`src/rtl/pipe_hazard_ctrl.sv`:
```
// Hazard/sequencing controller beside the ID/EX register: load-use, MULT, fwd.
// Optional macro HAZARD_FWD_EN enables EX forwarding; otherwise it stalls.
module pipe_hazard_ctrl #(
    parameter int MUL_CYCLES = 4
) (
    input  logic       clk,
    input  logic       rst,
    input  logic       id_valid,
    input  logic [4:0] id_rs_addr,
    input  logic [4:0] id_rt_addr,
    input  logic       id_uses_rt,
    input  logic [1:0] id_alu_op,
    input  logic [5:0] id_funct,
    input  logic       ex_reg_write,
    input  logic       ex_mem_read,
    input  logic [4:0] ex_rd_addr,
    input  logic       mem_reg_write,
    input  logic [4:0] mem_rd_addr,
    output logic       id_stall,
    output logic       idex_en,
    output logic       idex_flush,
    output logic       exmem_flush,
    output logic [1:0] fwd_rs_sel,
    output logic [1:0] fwd_rt_sel,
    output logic       mul_busy
);

    typedef enum logic {IDLE, BUSY} state_t;

    localparam logic [3:0] CNT_INIT = 4'(MUL_CYCLES - 1);

    state_t     state_q, state_d;
    logic [3:0] cnt_q, cnt_d;
    logic [1:0] rs_sel_q, rs_sel_d;
    logic [1:0] rt_sel_q, rt_sel_d;

    logic ex_rs, ex_rt, mem_rs, mem_rt;
    logic load_use, mul_issue, hazard;

    function automatic logic hit(input logic [4:0] a, input logic we,
                                 input logic [4:0] rd);
        return we && (rd != 5'd0) && (rd == a);
    endfunction

    function automatic logic [1:0] pick(input logic ex_m, input logic mem_m);
        if (ex_m)
            return 2'b01;
        else if (mem_m)
            return 2'b10;
        return 2'b00;
    endfunction

    assign ex_rs  = hit(id_rs_addr, ex_reg_write, ex_rd_addr);
    assign ex_rt  = hit(id_rt_addr, ex_reg_write, ex_rd_addr);
    assign mem_rs = hit(id_rs_addr, mem_reg_write, mem_rd_addr);
    assign mem_rt = hit(id_rt_addr, mem_reg_write, mem_rd_addr);

    assign load_use  = id_valid && ex_mem_read &&
                       (ex_rs || (id_uses_rt && ex_rt));
    assign mul_issue = id_valid && (id_alu_op == 2'b10) &&
                       (id_funct == 6'h18);

`ifdef HAZARD_FWD_EN
    assign hazard = load_use;
`else
    // Without forwarding any in-flight producer must drain to WB first.
    assign hazard = load_use ||
                    (id_valid && (ex_rs || mem_rs ||
                     (id_uses_rt && (ex_rt || mem_rt))));
`endif

    // State, counter and forwarding-select registers.
    always_ff @(posedge clk or posedge rst) begin
        if (rst) begin
            state_q  <= IDLE;
            cnt_q    <= 4'd0;
            rs_sel_q <= 2'b00;
            rt_sel_q <= 2'b00;
        end else begin
            state_q  <= state_d;
            cnt_q    <= cnt_d;
            rs_sel_q <= rs_sel_d;
            rt_sel_q <= rt_sel_d;
        end
    end

    // Next state and stall/flush outputs; hazards ignored while BUSY.
    always_comb begin
        state_d     = state_q;
        cnt_d       = cnt_q;
        id_stall    = 1'b0;
        idex_en     = 1'b1;
        idex_flush  = 1'b0;
        exmem_flush = 1'b0;
        unique case (state_q)
            IDLE: begin
                if (hazard) begin
                    id_stall   = 1'b1;
                    idex_flush = 1'b1;
                end else if (mul_issue) begin
                    state_d = BUSY;
                    cnt_d   = CNT_INIT;
                end
            end
            BUSY: begin
                id_stall    = 1'b1;
                idex_en     = 1'b0;
                exmem_flush = 1'b1;
                cnt_d       = cnt_q - 4'd1;
                if (cnt_q == 4'd1)
                    state_d = IDLE;
            end
            default: state_d = IDLE;
        endcase
    end

    // Selects load on a normal ID/EX load, clear on a bubble, else hold.
    always_comb begin
        rs_sel_d = rs_sel_q;
        rt_sel_d = rt_sel_q;
        if (idex_en) begin
            if (idex_flush) begin
                rs_sel_d = 2'b00;
                rt_sel_d = 2'b00;
            end else begin
`ifdef HAZARD_FWD_EN
                rs_sel_d = pick(ex_rs, mem_rs);
                rt_sel_d = pick(ex_rt, mem_rt);
`else
                rs_sel_d = 2'b00;
                rt_sel_d = 2'b00;
`endif
            end
        end
    end

    assign fwd_rs_sel = rs_sel_q;
    assign fwd_rt_sel = rt_sel_q;
    assign mul_busy   = (state_q == BUSY);

endmodule

```
`config.mk`:
```
export PLATFORM = sky130hd
export DESIGN_NAME = pipe_hazard_ctrl
export DESIGN_NICKNAME = d
export VERILOG_FILES = /design/src/rtl/pipe_hazard_ctrl.sv
export SDC_FILE = /design/constraint.sdc
export NUM_CORES = 1
export LEC_CHECK = 0
export BUFFER_PORTS_ARGS = -buffer_cell sky130_fd_sc_hd__buf_2
export CORE_MARGIN = 4
export CORE_UTILIZATION = 36
export DETAILED_ROUTE_END_ITERATION = 12
export PLACE_DENSITY_LB_ADDON = 0.3
export SLEW_MARGIN = 40
export SYNTH_ARGS = -nofsm -noshare
export SYNTH_HDL_FRONTEND = slang
export SYNTH_SLANG_ARGS = --single-unit
export TNS_END_PERCENT = 5
```
`constraint.sdc`:
```
create_clock -name clk -period 1.73 [get_ports clk]
set_clock_uncertainty 0.1 [all_clocks]
set_input_delay 0.346 -clock clk [delete_from_list [all_inputs] [get_ports clk]]
set_output_delay 0.346 -clock clk [all_outputs]
set_load 0.01 [all_outputs]
```
==> run_results.csv <==
group,metric,value,unit
status,status,"finished, violations left",
status,failed_checks,"negative setup slack",
hold_path,hold_path.class,"in -> reg",
die,start_util,0.398,
global_routing,antenna_found_initial,0,
yosys,synthFlopType,"dfrtp_1",
global_routing,grt_util_met1,0.176,
sta,setup_ws,-0.271,ns
yosys,synthTopCellsByArea,"xor2_1 (26%), dfrtp_1 (20%), buf_4 (6.0%)",
sta,fmax,0.500,GHz
global_routing,grt_pass1_vias,715,
clocking,cts_buffers,3,
power_and_ir_drop,p_leak,0.525,nW
clocking,cts_buffer_depth,2,
setup_path,cpMaxStageDelayCell,"nor4_2",
setup_path,crit_buf_inv,2,
yosys,ys_warn_count,0,
power_and_ir_drop,switchingPower,0.228,mW
drt,wl_per_cell,13.1,microns
yosys,synth_edf_count,0,
yosys,ys_seq_elements,5,
layout,drive_gt1_frac,0.528,
clocking,ctsHtreeMaxLevel,1,
die,dieWidth,49.8,microns
yosys,synth_commonest_cells,"xor2_1 (19), buf_4 (5), dfrtp_1 (5), inv_1 (5)",
drt,drc,0,
sta,hold_viol,0,
yosys,synth_most_common_cell,"xor2_1",
sta,fin_crit_sh,1.16,
run,maxCapViolations,0,
drt,vias,711,
yosys,syn_inst,70,
power_and_ir_drop,switching_share,0.352,
power_and_ir_drop,power.density,631,nW/um^2
die,io_pins,44,
sta,slew_viol_final,0,
yosys,synthAdderAreaFrac,0.0398,
clocking,clkTransAtPathRegs,0.04,ns
setup_path,critPathKind,"in -> out",
clocking,worstSkewPairLatency,0.24,ns
drt,ant_nets,0,
drt,drt_iter0_markers,8,
global_routing,grt_use_met3,0.0361,
die,row_count,14,
sta,rsz0062_at_grt,"true",
die,core_area,1580,sq um
yosys,synth.avg_cell_area,8.97,sq um
power_and_ir_drop,combPwrFrac,0.473,
layout,final.fill_count,135,
yosys,synth_cell_types,25,
setup_path,crit_path_end_kind,"primary output",
layout,stdcell_area,1030,sq um
setup_path,critPathLaunchType,"input pin",
power_and_ir_drop,seq_power_share,0.321,
clocking,cts_root_buffer,"clkbuf_4",
setup_path,cp_max_fo,3,
layout,fin_util,0.652,
layout,fin_nets,163,
sta,hold_ws,0.301,ns
yosys,yosysSeqAreaShare,0.199,
yosys,synth.mux.area_fraction,0,
sta,finalSetupViolCount,4,
yosys,mappedNetlistArea,628,sq um
global_routing,grt.busiest_layer,"met2",
setup_path,cpLargestDelayFamily,"simple AND/OR/NAND/NOR gates",
clocking,clkSinkCount,5,
drt,drt-total-wl,1840,microns
drt,vias_per_cell,5.04,
yosys,yosysTopAreaCell,"xor2_1",
die,die_y,49.8,microns
clocking,cts_tree,"yes",
yosys,synth-simple-area-share,0.157,
sta,tns,-0.556,ns
setup_path,worst_path_largest_cell_delay,0.29,ns
place,place_ws,-0.380,ns
die,die_area,2480,sq um
place,dp_hpwl,1530,microns
layout,antenna_cells,0,
yosys,synthXorXnorAreaFrac,0.321,
power_and_ir_drop,p_clk_frac,0.206,
drt,firstDrtPassIters,4,
setup_path,crit_chain,"buf_2, xor2_1, nor4_2, a32oi_1, o22ai_2, nor2b_4, buf_6",
global_routing,grt_pass1_wl,3020,microns
setup_path,required,1.28,ns
setup_path,crit_arrival,1.56,ns
yosys,synth_top_family_by_area,"XOR/XNOR gates",
power_and_ir_drop,cell_internal_pwr,0.420,mW
place,io_buffers,38,
yosys,synth_compound_area_frac,0.187,
global_routing,grt_util_met2,0.273,
layout,area_growth,63.5,%
global_routing,grt.total_usage,0.158,
yosys,synth-async-reset-ratio,1.00,
power_and_ir_drop,vdd_ir_drop_max,0.391,mV
global_routing,grt_overflow_total,0,
yosys,yosysTopAreaCellShare,0.265,
place,placed_area,912,sq um
global_routing,grt_max_degree,8,
sta,fin_crit,2.00,ns
place,place_congestion,0.861,
==> worst register-to-register path: stages (launching register included) <==
cell and delay (ns):
dfrtp_1 0.43, nor4_1 0.35, xor2_1 0.19, o31a_1 0.15
==> kinds of logic after synthesis <==
| kind of cell | after synthesis |
|---|---|
| flops | 5 |
| simple gates | 17 |
| fa+ha+maj | 2 |
| other cells | 1 |
| compound gates | 12 |
| xor+xnor | 23 |
| buf+inv | 10 |
==> final cells by class <==
type	instances	area (sq um)	area share
multi-input cells	58	493	0.480
repair buffers	53	344	0.335
flip-flops and latches	5	125	0.122
clock buffers	4	26.3	0.0256
well taps	16	20.0	0.0195
inverters	5	18.8	0.0183
==> cell usage in the layout (no fill, tap or decap), drive strengths merged, types with 2 or more instances in the layout <==
cell and instances:
buf 52, xor2 19, inv 5, dfrtp 5
xnor2 4, nand2 4, conb 4, clkbuf 4
o21ai 3, nor4 3, or4 2, nor3 2
nor2 2, a32oi 2, o31a 2, ha 2
==> per-stage QoR <==
step	instances	power [mW]
detailed placement	135	0.493
global route	141	0.713
floorplan	73	0.381
CTS	141	0.655
global placement	135	0.482
finish	141	0.648
==> power groups by stage <==
| stage | logic [mW] | clock network [mW] | registers, mW |
|---|---|---|---|
| finish | 0.307 | 0.133 | 0.208 |
| global route | 0.344 | 0.153 | 0.216 |
| CTS | 0.306 | 0.142 | 0.207 |
| detailed placement | 0.284 | 0 | 0.209 |
| global placement | 0.276 | 0 | 0.206 |
| floorplan | 0.179 | 0 | 0.202 |
==> what timing repair did <==
action                                  in CTS  in global routing
endpoints found under the hold margin        5                  0
hold buffers                                 1                  0
gates resized for setup                     12                  1
endpoints found under the setup margin       2                  7
setup buffers                                1                  0
pin swaps                                   10                  6
==> routing by layer <==
layer / up-vias / wire length, microns / part of all wire
met3: 6 / 110 / 0.060
met5: - / 0 / 0
met1: 328 / 702 / 0.38
met4: 0 / 56 / 0.030
met2: 31 / 973 / 0.53
li1: 346 / - / -
==> state kept, by name (all words and copies together) (netlist names) <==
signal    cells
cnt_q         4
mul_busy      1
==> final timing paths <==
check	from	to	slack [ns]	depth (start not counted)
min in group asynchronous	rst	cnt_q[0]	0.45	3
hold reg to reg	cnt_q[1]	cnt_q[1]	0.44	2
max in group asynchronous	rst	cnt_q[3]	0.91	3
hold / removal	id_valid	cnt_q[0]	0.30	3
setup / recovery	ex_rd_addr[4]	idex_flush	-0.27	7
setup reg to reg	cnt_q[0]	cnt_q[3]	0.46	3
Power figures use the tool's default switching activity.
